==> src/rtl/sync_capture_ctrl.sv <==
// sync_capture_ctrl: trigger evaluation and pre/armed/post/holdoff capture sequencing.
// Define SYNC_TRIG_ADDR_EN to add the WR_ADDR / TRIG_ADDR write-address outputs.
module sync_capture_ctrl #(
  parameter int DW    = 8,
  parameter int CNT_W = 16
) (
  input  logic             CLK,
  input  logic             RST_N,
  input  logic             CLK_EN,
  input  logic [DW-1:0]    SYNC_DATA_IN,
  input  logic [DW-1:0]    TRG_LV_UP,
  input  logic [DW-1:0]    TRG_LV_DOWN,
  input  logic [DW-1:0]    LA_MASK_CND,
  input  logic [DW-1:0]    LA_MASK_DIFF,
  input  logic             SYNC_SOURCE,
  input  logic [1:0]       ADC_MODE,
  input  logic [1:0]       LA_MODE,
  input  logic [1:0]       RUN_MODE,
  input  logic [CNT_W-1:0] PRE_CNT,
  input  logic [CNT_W-1:0] POST_CNT,
  input  logic [CNT_W-1:0] HOLDOFF,
  input  logic [CNT_W-1:0] AUTO_TMO,
  input  logic             START,
  input  logic             ABORT,
  output logic             SRAM_WR,
  output logic             WIN_CNT_EN,
  output logic             TRIG_EVENT,
  output logic             TRIG_FORCED,
  output logic             BUSY,
  output logic             DONE
`ifdef SYNC_TRIG_ADDR_EN
  ,
  output logic [CNT_W-1:0] WR_ADDR,
  output logic [CNT_W-1:0] TRIG_ADDR
`endif
);

  typedef enum logic [2:0] {
    S_IDLE  = 3'd0,
    S_PRE   = 3'd1,
    S_ARMED = 3'd2,
    S_POST  = 3'd3,
    S_HOLD  = 3'd4
  } state_t;

  localparam logic [CNT_W-1:0] CNT_ZERO = {CNT_W{1'b0}};
  localparam logic [CNT_W-1:0] CNT_ONE  = {{(CNT_W-1){1'b0}}, 1'b1};
  localparam logic [CNT_W-1:0] CNT_MAX  = {CNT_W{1'b1}};
  localparam logic [DW-1:0]    DW_ZERO  = {DW{1'b0}};

  state_t           state_q;
  logic [CNT_W-1:0] cnt_q;
  logic [CNT_W-1:0] tmo_q;
  logic [DW-1:0]    prev_q;
  logic             arm_rise_q;
  logic             arm_fall_q;
  logic             sram_wr_q;
  logic             trig_event_q;
  logic             forced_q;
  logic             done_q;

  logic             arm_rise_d;
  logic             arm_fall_d;
  logic             win_ok_s;
  logic             in_cur_s;
  logic             in_prev_s;
  logic             rise_fire_s;
  logic             fall_fire_s;
  logic             adc_trig_s;
  logic             pat_s;
  logic             edge_s;
  logic             la_trig_s;
  logic             trig_s;
  logic             tmo_hit_s;
  logic             fire_s;
  state_t           rearm_s;

  function automatic logic [CNT_W-1:0] sat_inc(input logic [CNT_W-1:0] v);
    return (v == CNT_MAX) ? v : v + CNT_ONE;
  endfunction

  // True on the sample that completes a run of lim samples; lim=0 behaves like 1.
  function automatic logic last_of(input logic [CNT_W-1:0] cnt, input logic [CNT_W-1:0] lim);
    return ({1'b0, cnt} + {1'b0, CNT_ONE}) >= {1'b0, lim};
  endfunction

  assign rearm_s = (PRE_CNT != CNT_ZERO) ? S_PRE : S_ARMED;

  // Trigger evaluation on the current sample and next values of the hysteresis arm flags.
  always_comb begin
    win_ok_s    = (TRG_LV_DOWN <= TRG_LV_UP);
    in_cur_s    = win_ok_s && (SYNC_DATA_IN >= TRG_LV_DOWN) && (SYNC_DATA_IN <= TRG_LV_UP);
    in_prev_s   = win_ok_s && (prev_q >= TRG_LV_DOWN) && (prev_q <= TRG_LV_UP);
    rise_fire_s = arm_rise_q && (SYNC_DATA_IN >= TRG_LV_UP);
    fall_fire_s = arm_fall_q && (SYNC_DATA_IN <= TRG_LV_DOWN);
    pat_s       = ((SYNC_DATA_IN ^ TRG_LV_UP) & LA_MASK_CND) == DW_ZERO;
    edge_s      = ((SYNC_DATA_IN ^ prev_q) & LA_MASK_DIFF) != DW_ZERO;

    case (ADC_MODE)
      2'd0:    adc_trig_s = rise_fire_s;
      2'd1:    adc_trig_s = fall_fire_s;
      2'd2:    adc_trig_s = !in_prev_s && in_cur_s;
      2'd3:    adc_trig_s = in_prev_s && !in_cur_s;
      default: adc_trig_s = 1'b0;
    endcase

    case (LA_MODE)
      2'd0:    la_trig_s = pat_s;
      2'd1:    la_trig_s = edge_s;
      2'd2:    la_trig_s = pat_s && edge_s;
      default: la_trig_s = 1'b0;
    endcase

    trig_s    = SYNC_SOURCE ? la_trig_s : adc_trig_s;
    tmo_hit_s = (RUN_MODE == 2'd2) && (AUTO_TMO != CNT_ZERO) && last_of(tmo_q, AUTO_TMO);
    fire_s    = trig_s || tmo_hit_s;

    if (rise_fire_s) begin
      arm_rise_d = 1'b0;
    end else if (SYNC_DATA_IN < TRG_LV_DOWN) begin
      arm_rise_d = 1'b1;
    end else begin
      arm_rise_d = arm_rise_q;
    end

    if (fall_fire_s) begin
      arm_fall_d = 1'b0;
    end else if (SYNC_DATA_IN > TRG_LV_UP) begin
      arm_fall_d = 1'b1;
    end else begin
      arm_fall_d = arm_fall_q;
    end
  end

  // Capture sequencer with registered strobe, trigger pulse and sticky status flags.
  always_ff @(posedge CLK or negedge RST_N) begin
    if (!RST_N) begin
      state_q      <= S_IDLE;
      cnt_q        <= CNT_ZERO;
      tmo_q        <= CNT_ZERO;
      prev_q       <= DW_ZERO;
      arm_rise_q   <= 1'b0;
      arm_fall_q   <= 1'b0;
      sram_wr_q    <= 1'b1;
      trig_event_q <= 1'b0;
      forced_q     <= 1'b0;
      done_q       <= 1'b0;
    end else begin
      sram_wr_q    <= 1'b1;
      trig_event_q <= 1'b0;
      if (CLK_EN) begin
        prev_q     <= SYNC_DATA_IN;
        arm_rise_q <= arm_rise_d;
        arm_fall_q <= arm_fall_d;
      end
      if (ABORT) begin
        state_q <= S_IDLE;
        cnt_q   <= CNT_ZERO;
        tmo_q   <= CNT_ZERO;
      end else begin
        case (state_q)
          S_IDLE: begin
            if (START) begin
              state_q  <= rearm_s;
              cnt_q    <= CNT_ZERO;
              tmo_q    <= CNT_ZERO;
              done_q   <= 1'b0;
              forced_q <= 1'b0;
            end
          end
          S_PRE: begin
            if (CLK_EN) begin
              sram_wr_q <= 1'b0;
              if (last_of(cnt_q, PRE_CNT)) begin
                state_q <= S_ARMED;
                cnt_q   <= CNT_ZERO;
              end else begin
                cnt_q <= sat_inc(cnt_q);
              end
            end
          end
          S_ARMED: begin
            if (CLK_EN) begin
              sram_wr_q <= 1'b0;
              if (fire_s) begin
                trig_event_q <= 1'b1;
                forced_q     <= !trig_s;
                cnt_q        <= CNT_ZERO;
                tmo_q        <= CNT_ZERO;
                if (POST_CNT == CNT_ZERO) begin
                  state_q <= S_HOLD;
                  done_q  <= 1'b1;
                end else begin
                  state_q <= S_POST;
                end
              end else begin
                tmo_q <= sat_inc(tmo_q);
              end
            end
          end
          S_POST: begin
            if (CLK_EN) begin
              sram_wr_q <= 1'b0;
              if (last_of(cnt_q, POST_CNT)) begin
                state_q <= S_HOLD;
                done_q  <= 1'b1;
                cnt_q   <= CNT_ZERO;
              end else begin
                cnt_q <= sat_inc(cnt_q);
              end
            end
          end
          S_HOLD: begin
            // Single mode leaves on the next clock without waiting for a sample.
            if (RUN_MODE == 2'd1) begin
              state_q <= S_IDLE;
              cnt_q   <= CNT_ZERO;
            end else if (CLK_EN) begin
              if (last_of(cnt_q, HOLDOFF)) begin
                state_q <= rearm_s;
                cnt_q   <= CNT_ZERO;
              end else begin
                cnt_q <= sat_inc(cnt_q);
              end
            end
          end
          default: begin
            state_q <= S_IDLE;
            cnt_q   <= CNT_ZERO;
            tmo_q   <= CNT_ZERO;
          end
        endcase
      end
    end
  end

`ifdef SYNC_TRIG_ADDR_EN
  logic [CNT_W-1:0] wr_addr_q;
  logic [CNT_W-1:0] trig_addr_q;
  logic [CNT_W-1:0] next_addr_s;
  logic             trig_take_s;

  // WR_ADDR holds the address of the strobe in flight and advances once it retires.
  assign next_addr_s = sram_wr_q ? wr_addr_q : wr_addr_q + CNT_ONE;
  assign trig_take_s = CLK_EN && !ABORT && (state_q == S_ARMED) && fire_s;

  // Write-address counter and trigger-address latch.
  always_ff @(posedge CLK or negedge RST_N) begin
    if (!RST_N) begin
      wr_addr_q   <= CNT_ZERO;
      trig_addr_q <= CNT_ZERO;
    end else begin
      if (!ABORT && START && (state_q == S_IDLE)) begin
        wr_addr_q <= CNT_ZERO;
      end else begin
        wr_addr_q <= next_addr_s;
      end
      if (trig_take_s) begin
        trig_addr_q <= next_addr_s;
      end
    end
  end

  assign WR_ADDR   = wr_addr_q;
  assign TRIG_ADDR = trig_addr_q;
`endif

  assign SRAM_WR     = sram_wr_q;
  assign WIN_CNT_EN  = ~sram_wr_q;
  assign TRIG_EVENT  = trig_event_q;
  assign TRIG_FORCED = forced_q;
  assign BUSY        = (state_q != S_IDLE);
  assign DONE        = done_q;

endmodule
==> config.mk <==
export PLATFORM = sky130hd
export DESIGN_NAME = sync_capture_ctrl
export DESIGN_NICKNAME = d
export VERILOG_FILES = /design/src/rtl/sync_capture_ctrl.sv
export SDC_FILE = /design/constraint.sdc
export NUM_CORES = 1
export LEC_CHECK = 0
export CAP_MARGIN = 20
export CORE_MARGIN = 3
export CORE_UTILIZATION = 50
export DETAILED_ROUTE_END_ITERATION = 10
export PLACE_DENSITY = 0.75
export SYNTH_ARGS = -nofsm -noshare
export SYNTH_HDL_FRONTEND = slang
export SYNTH_SLANG_ARGS = --single-unit
==> constraint.sdc <==
create_clock -name CLK -period 4.3 [get_ports CLK]
set_input_delay 0.43 -clock CLK [delete_from_list [all_inputs] [get_ports CLK]]
set_output_delay 0.43 -clock CLK [all_outputs]
set_load 0.03 [all_outputs]
==> impl_metrics.csv, run 1 <==
group,metric,value,unit
yosys,synthTopCellsByArea,"ha_1, dfrtp_1, inv_1, a21oi_1, o21ai_0",
floorplan,num_io_pins,122,
place,gp_congestion,0.952,
yosys,yosysTopAreaCellShare,22.8,%
yosys,synth.most_common_cell,"ha_1",
route,drt-total-wl,16900,microns
cells_and_area,area_delta_synth_final,26.3,%
place,dp_hpwl,14000,microns
global_routing,antenna_found_initial,0,
clock_network,clock_latency,290,ps
sta,setup_tns,0,ps
global_routing,grt_usage,25.5,%
route,drt-wirelength-per-cell,17.4,microns
yosys,syn_inst,714,
global_routing,first_global_vias,5715,
power,p_sw,630,uW
clock_network,cts_resized,0,
worst_setup_path,cp.required,4470,ps
clock_network,cts_num_sinks,49,
place,portBuffers,121,
yosys,syn_nets,936,
cells_and_area,final_cells,972,
place,placedCellCount,963,
floorplan,die_area,0.0130,sq mm
sta,max_slew.worst_pin.slew,863,ps
route,vias,5725,
route,route.detailed.drc,0,
yosys,yosysTopAreaCell,"ha_1",
floorplan,rows,38,
yosys,yosys_register_bits,49,
route,viasPerCell,5.89,
power,comb_power_share,43.2,%
power,swShare,37.9,%
global_routing,grt_overflow,0,
yosys,avgSynthCellArea,8.15,sq um
sta,hold_viol,0,
yosys,synthTopCellsByCount,"ha_1, inv_1, nand2_1",
power,pwr-share-seq,32.6,%
power,p_per_area,227,mW/mm^2
sta,clock_skew,9.13,ps
floorplan,initial_utilization,52.5,%
clock_network,htreeDepth,2,
yosys,syn_area,0.00582,sq mm
sta,rsz0062_at_grt,"no",
worst_setup_path,startpoint_type,"flip-flop",
worst_setup_path,crit_path_end_kind,"flip-flop",
route,m1WireLength,7400,microns
power,p_leak,3.54,nW
worst_setup_path,critPathKind,"flip-flop to flip-flop",
power,p_clk_share,24.2,%
route,wl_met2,8320,microns
yosys,async_flop_share,100,%
power,p_int,1.03,mW
power,ir_drop,0.219,mV
clock_network,post_cts.repair.setup_buffers,0,
route,top_layer_used,"met4",
job,maxCapViolations,0,
cells_and_area,insertedDiodeCount,0,
route,drt_iter0_drc,325,
sta,fmax,0.250,GHz
power,p_total,1.66,mW
floorplan,core-area,0.0111,sq mm
route,ant_nets,0,
sta,worst_slack,303,ps
clock_network,root_buffer,"clkbuf_16",
sta,slew_violations,0,
min_path,hold_path.class,"primary input to async pin",
yosys,yosysWarningCount,0,
sta,max_slew_margin,42.3,%
route,route.met3.wl,957,microns
worst_setup_path,ff2ff_path_depth,15,
clock_network,cts_tree,"done",
cells_and_area,final_net_count,1053,
floorplan,die_w,114,microns
yosys,seq_area_frac_synth,21.1,%
worst_setup_path,arrival,4170,ps
route,first_pass_iters,5,
place,dp_slack,247,ps
cells_and_area,layout-drive-gt1-share,5.29,%
global_routing,grt_max_degree,50,
yosys,synthFlopType,"dfrtp_1",
run_status,status,"finished, final reports clean",
yosys,synth_cell_type_count,73,
sta,setup_viol,0,
global_routing,grt_pass1_wl,27100,microns
clock_network,clk_pin_slew,70,ps
clock_network,clockBufferDepth,2,
floorplan,die_h,114,microns
yosys,synth_edf_count,0,
clock_network,holdBufCountCts,0,
sta,post-route-period-util,92.9,%
sta,min_period,4000,ps
clock_network,cts_buffers,5,
worst_setup_path,crit_path_max_fanout,19,
-- power groups by stage --
stage	clock, mW	combinational [mW]	sequential [mW]
finish	0.403	0.719	0.543
global route	0.427	0.796	0.549
CTS	0.407	0.710	0.542
detailed placement	0	0.705	0.551
global placement	0	0.687	0.547
floorplan	0	0.449	0.533
-- layout make-up --
type | instances | area [sq um]
tap | 140 | 175
sequential | 49 | 1230
timing repair buffer | 128 | 1280
fill | 949 | 3730
multi-input combinational | 543 | 4120
clock buffer | 5 | 125
inverter | 104 | 390
clock inverter | 3 | 25.0
-- worst max-delay path, stage by stage (launching register included) --
cell	delay [ps]
dfrtp_1	470
and3_1	290
nand3_1	210
nor4_2	390
and3_1	250
nand2_1	80
xnor2_1	360
ha_1	220
nand3_1	100
nor4_1	330
a211o_1	200
a21boi_1	190
o32ai_2	90
buf_4	210
o21bai_1	210
a22o_1	280
-- layer usage --
metal  track usage (%)  vias up
li1                  -     2823
met1              32.1     2684
met2              46.9      197
met3              3.34       21
met4              4.43        0
met5                 0        -
-- cell usage in the layout (no fill, tap or decap), types with 6 or more instances in the layout --
cell type	n
a211oi_1	6
a21o_1	8
a21oi_1	48
a22o_1	10
a22oi_1	13
and3_1	11
and4_1	6
buf_4	6
clkdlybuf4s50_1	120
dfrtp_1	48
ha_1	106
inv_1	104
mux2_2	8
nand2_1	55
nand2b_1	11
nand3_1	30
nand4_1	14
nor2_1	22
nor3_1	9
nor4_1	18
o21ai_0	47
o31ai_1	7
xnor2_1	22
xor2_1	13
-- final timing paths --
check / startpoint / to / slack (ps)
setup / recovery: cnt_q[0] / state_q[1] / 300
setup reg to reg: cnt_q[0] / state_q[1] / 300
min in group CLK: arm_rise_q / arm_rise_q / 500
hold reg to reg: arm_rise_q / arm_rise_q / 500
max in group asynchronous: RST_N / SRAM_WR / 3480
hold / removal: RST_N / cnt_q[9] / 180
-- per-stage QoR --
step           cell area (sq um)  hold slack, ps  util (%)
3_3_place_gp                7140             481      64.5
3_5_place_dp                7140             495      64.5
4_1_cts                     7290             395      65.8
5_1_grt                     7350             234      66.3
2_1_floorplan               5820             134         -
6_report                    7350             176      66.3
-- state kept, by name (all words and copies together), names as in the netlist, 3 cells and up --
register	count
cnt_q	16
tmo_q	16
prev_q	8
state_q	3
-- logic make-up (layout without fill, tap and decap cells) --
family | count (synthesis) | count (layout) | synth area share (%)
adders and majority gates | 106 | 106 | 22.8
DFF | 49 | 49 | 21.1
AOI/OAI and AO/OA | 186 | 186 | 21.1
muxes | 13 | 13 | 2.50
and+or+nand+nor | 202 | 202 | 18.6
xor gates and xnor gates | 36 | 36 | 5.42
buffers and inverters | 122 | 240 | 8.41
(Power assumes the default switching activity.)
==> run 2, diff against run 1 <==
- CORE_UTILIZATION: 50 -> 48
- PLACE_DENSITY: 0.75 -> 0.76
- clock period: 4.3 -> 3.35 ns (I/O delays scaled with it)
==> impl_metrics.csv, run 2 (synthesized netlist as in run 1, its figures left out) <==
group,metric,value,unit
run_status,status,"finished, violations left",
run_status,violations,"setup timing",
clock_network,holdBufCountCts,0,
sta,min_period,3500,ps
power,p_leak,4.06,nW
route,ant_nets,0,
clock_network,root_buffer,"clkbuf_16",
worst_setup_path,cp.required,3530,ps
cells_and_area,n_fill_cell,834,
global_routing,grt_overflow,0,
sta,slew_violations,0,
worst_setup_path,startpoint_type,"flip-flop",
sta,fmax,0.286,GHz
worst_setup_path,arrival,3680,ps
floorplan,die_w,116,microns
power,p_total,2.34,mW
clock_network,htreeDepth,2,
min_path,hold_path.class,"primary input to async pin",
route,first_pass_iters,6,
sta,setup_tns,-2050,ps
power,p_per_area,278,mW/mm^2
route,route.detailed.drc,0,
worst_setup_path,crit_path_max_fanout,10,
cells_and_area,final_cells,1056,
global_routing,grt_usage,27.0,%
global_routing,grt_pass1_wl,29500,microns
floorplan,core-area,0.0116,sq mm
place,placedCellCount,1036,
route,drt-wirelength-per-cell,17.7,microns
route,vias,6210,
global_routing,first_global_vias,6346,
route,drt_iter0_drc,496,
cells_and_area,mostFrequentLayoutCells,"clkdlybuf4s50_1, inv_1, ha_1, buf_4, nand2_1",
sta,clock_skew,2.27,ps
place,place_area,0.00777,sq mm
clock_network,clock_latency,290,ps
clock_network,cts_buffers,5,
place,dp_hpwl,15000,microns
sta,rsz0062_at_grt,"yes",
clock_network,clk_pin_slew,70,ps
floorplan,die_area,0.0135,sq mm
clock_network,cts_tree,"done",
global_routing,antenna_found_initial,0,
sta,setup_viol,35,
place,gp_congestion,0.960,
clock_network,clockBufferDepth,2,
floorplan,die_h,116,microns
cells_and_area,final_net_count,1134,
sta,max_slew_margin,60.6,%
floorplan,num_io_pins,122,
sta,max_slew.worst_pin.slew,591,ps
global_routing,grt_max_degree,28,
route,drt-total-wl,18700,microns
floorplan,rows,39,
power,ir_drop,0.195,mV
cells_and_area,layout_commonest_cell,"clkdlybuf4s50_1",
worst_setup_path,r2r_setup_slack,-150,ps
worst_setup_path,crit_path_end_kind,"flip-flop",
place,portBuffers,121,
sta,worst_slack,-148,ps
cells_and_area,layout-drive-gt1-share,20.0,%
route,viasPerCell,5.88,
sta,post-route-period-util,104,%
worst_setup_path,critPathKind,"flip-flop to flip-flop",
job,maxCapViolations,0,
cells_and_area,area_delta_synth_final,44.4,%
cells_and_area,top_regs,"cnt_q: 16 flops, tmo_q: 16 flops, prev_q: 8 flops",
sta,hold_viol,0,
clock_network,cts_num_sinks,49,
cells_and_area,design_area,0.00840,sq mm
floorplan,initial_utilization,50.1,%
cells_and_area,insertedDiodeCount,0,
run 2: cell type report:
| cell class | instances | area, sq um | area share, % |
|---|---|---|---|
| multi-input combinational | 545 | 4550 | 54.2 |
| timing repair buffer | 207 | 1910 | 22.7 |
| sequential | 49 | 1230 | 14.6 |
| inverter | 104 | 390 | 4.65 |
| tap | 143 | 179 | 2.13 |
| clock buffer | 6 | 129 | 1.53 |
| clock inverter | 2 | 15.0 | 0.179 |
run 2: worst max-delay path, stage by stage, from the launching register on:
cell,delay [ps]
dfrtp_1,370
ha_2,190
nand4_1,220
nor2_2,220
buf_4,160
xnor2_1,90
buf_4,170
ha_1,290
and2_0,150
nand4_1,160
buf_4,170
o211ai_1,180
o211ai_1,140
a21boi_2,180
o32ai_4,120
buf_12,170
o21bai_4,170
a22o_1,240
run 2: worst paths after layout:
check                      startpoint    endpoint  cells after the start
max in group asynchronous       RST_N     SRAM_WR                      2
min in group CLK           arm_rise_q  arm_rise_q                      1
setup reg to reg             cnt_q[1]  state_q[1]                     17
hold / removal                  RST_N   tmo_q[12]                      1
hold reg to reg            arm_rise_q  arm_rise_q                      1
setup / recovery             cnt_q[1]  state_q[1]                     17
run 2: per-stage QoR:
stage / hold WS, ps / utilization (%) / worst slack (ps)
floorplan: 39.4 / - / -25.0
global placement: 373 / 66.9 / -311
detailed placement: 384 / 66.9 / -288
CTS: 73.1 / 70.0 / -147
global route: 90.3 / 72.3 / -347
finish: 44.4 / 72.3 / -148
run 2: power breakdown:
| group | internal [mW] | total, mW | switching, mW |
|---|---|---|---|
| logic | 0.536 | 1.14 | 0.599 |
| clock network | 0.278 | 0.507 | 0.229 |
| registers | 0.633 | 0.694 | 0.0611 |
| total | 1.45 | 2.34 | 0.889 |
run 2: metal layers:
layer,GRT usage (%),up-vias,part of all wire [%]
li1,-,2996,-
met1,35.0,2911,43
met2,47.0,246,48
met3,2.72,57,5.3
met4,9.20,0,3.2
met5,0,-,0
run 2: timing repair:
item / CTS / global route
endpoints found under the setup margin: 36 / 38
gates cloned: 2 / 1
setup buffers: 6 / 4
pin swaps: 11 / 31
resized for setup: 37 / 49
==> run 3, diff against run 2 <==
- CORE_ASPECT_RATIO: unset -> 0.5
==> impl_metrics.csv, run 3 (synthesized netlist as in run 1, its figures left out) <==
group,metric,value,unit
worst_setup_path,crit_chain,"and3_4 > and3_4 > and3_4 > buf_4 > nand3_2 > xnor2_1 > ha_1 > nand4_1 > a21oi_2 > o31a_1 > o41ai_4 > buf_6 > and4b_2 > buf_4 > o21ai_0 > a21oi_1",
clock_network,clk_pin_slew,70,ps
sta,clock_skew,11.1,ps
floorplan,rows,27,
sta,holdWs,-5.84,ps
worst_setup_path,ff2ff_path_depth,16,
clock_network,clockBufferDepth,2,
global_routing,grt_usage,27.0,%
clock_network,htreeDepth,2,
clock_network,cts_tree,"done",
route,route.detailed.drc,0,
route,vias,6316,
place,placedCellCount,1057,
worst_setup_path,critPathKind,"flip-flop to flip-flop",
cells_and_area,insertedDiodeCount,0,
clock_network,clock_latency,300,ps
min_path,hold_path.class,"primary input to async pin",
clock_network,cts_num_sinks,49,
sta,hold_viol,5,
route,first_pass_iters,5,
cells_and_area,top_regs,"cnt_q: 16 flops, tmo_q: 16 flops, prev_q: 8 flops",
run_status,status,"finished, violations left",
route,ant_nets,0,
worst_setup_path,cp_slowest_cell,"dfrtp_1",
worst_setup_path,r2r-end,"tmo_q[8]",
route,viasPerCell,5.81,
worst_setup_path,r2r_start,"tmo_q[2]",
global_routing,grt_max_degree,32,
place,dp_hpwl,14400,microns
floorplan,die_w,162,microns
place,portBuffers,121,
cells_and_area,layout-drive-gt1-share,21.4,%
floorplan,core-area,0.0114,sq mm
cells_and_area,layout_commonest_cell,"clkdlybuf4s50_1",
worst_setup_path,arrival,3760,ps
floorplan,die_area,0.0136,sq mm
cells_and_area,mostFrequentLayoutCells,"clkdlybuf4s50_1, inv_1, ha_1, buf_4, nand2_1",
sta,fmax,0.282,GHz
global_routing,grt_pass1_wl,30400,microns
global_routing,antenna_found_initial,0,
worst_setup_path,cp_common_cell,"and3_4",
cells_and_area,area_delta_synth_final,46.7,%
run_status,violations,"hold timing, setup timing",
sta,slew_violations,0,
worst_setup_path,startpoint_type,"flip-flop",
worst_setup_path,cp.required,3560,ps
floorplan,initial_utilization,51.1,%
global_routing,grt_overflow,0,
power,p_leak,4.14,nW
sta,max_slew.worst_pin.slew,593,ps
sta,max_slew_margin,60.1,%
route,drt-wirelength-per-cell,17.7,microns
clock_network,cts_buffers,5,
power,p_per_area,281,mW/mm^2
sta,min_period,3550,ps
job,maxCapViolations,0,
place,gp_congestion,0.950,
cells_and_area,final_cells,1088,
worst_setup_path,crit_path_max_fanout,5,
clock_network,root_buffer,"clkbuf_16",
power,ir_drop,0.244,mV
route,drt-total-wl,19300,microns
sta,setup_viol,35,
floorplan,die_h,83.8,microns
worst_setup_path,crit_path_end_kind,"flip-flop",
route,drt_iter0_drc,537,
sta,setup_tns,-3960,ps
worst_setup_path,r2r_setup_slack,-200,ps
global_routing,first_global_vias,6271,
sta,rsz0062_at_grt,"yes",
worst_setup_path,cpPeakStageDelay,350,ps
cells_and_area,final_net_count,1150,
floorplan,num_io_pins,122,
sta,worst_slack,-198,ps
cells_and_area,postLayoutCoreUtil,74.9,%
sta,post-route-period-util,106,%
[run 3: layout make-up]
| type | count | area (sq um) |
|---|---|---|
| well taps | 159 | 199 |
| clock buffers | 7 | 133 |
| clock inverters | 1 | 7.51 |
| flip-flops and latches | 49 | 1230 |
| fillers | 836 | 2850 |
| inverters | 104 | 390 |
| multi-input cells | 545 | 4530 |
| repair buffers | 223 | 2040 |
[run 3: metrics by stage]
step / cell area [sq um] / setup slack (ps) / hold WS [ps] / power, mW
finish: 8530 / -198 / -5.84 / 2.40
global route: 8530 / -362 / 26.2 / 2.53
CTS: 8250 / -56.3 / 7.16 / 2.25
detailed placement: 7830 / -195 / 321 / 1.69
global placement: 7830 / -93.0 / 316 / 1.67
floorplan: 5900 / -25.0 / 39.4 / 1.28
[run 3: timing repair]
| action | CTS | global route |
|---|---|---|
| resized for setup | 37 | 61 |
| setup endpoints to repair | 36 | 37 |
| hold buffers | 0 | 0 |
| setup buffers | 15 | 4 |
| cloned | 2 | 3 |
| pin swaps | 3 | 21 |
| hold endpoints to repair | 0 | 0 |
[run 3: critical path: cells and delay by family (launching register included)]
kind                       cells  cell delay [ps]
DFF                            1              350
xor gates and xnor gates       1              280
AOI/OAI and AO/OA              5              900
and+or+nand+nor                6             1160
adders and majority gates      1              300
buffers and inverters          3              470
[run 3: metal layers]
layer,GRT usage [%],vias to the layer above,share of wire [%]
met5,0,-,0
met2,48.3,248,49
li1,-,3024,-
met1,34.2,2998,43
met4,7.89,0,2.6
met3,3.42,46,5.3
[run 3: power breakdown]
| group | leakage (nW) | switching [mW] | total (mW) | internal (mW) |
|---|---|---|---|---|
| clock | 0.0641 | 0.224 | 0.502 | 0.278 |
| combinational | 3.42 | 0.629 | 1.20 | 0.569 |
| sequential | 0.658 | 0.0665 | 0.699 | 0.633 |
[run 3: worst max-delay path by stage]
stage | endpoint | depth (start not counted) | slack, ps | startpoint
final | tmo_q[8] | 16 | -200 | tmo_q[2]
after global routing | tmo_q[8] | 16 | -360 | tmo_q[2]
after CTS | tmo_q[0] | 16 | -60 | tmo_q[2]
after detailed placement | tmo_q[0] | 14 | -200 | tmo_q[3]
after global placement | cnt_q[7] | 16 | -90 | cnt_q[0]
after floorplan | DONE | 15 | -30 | tmo_q[2]
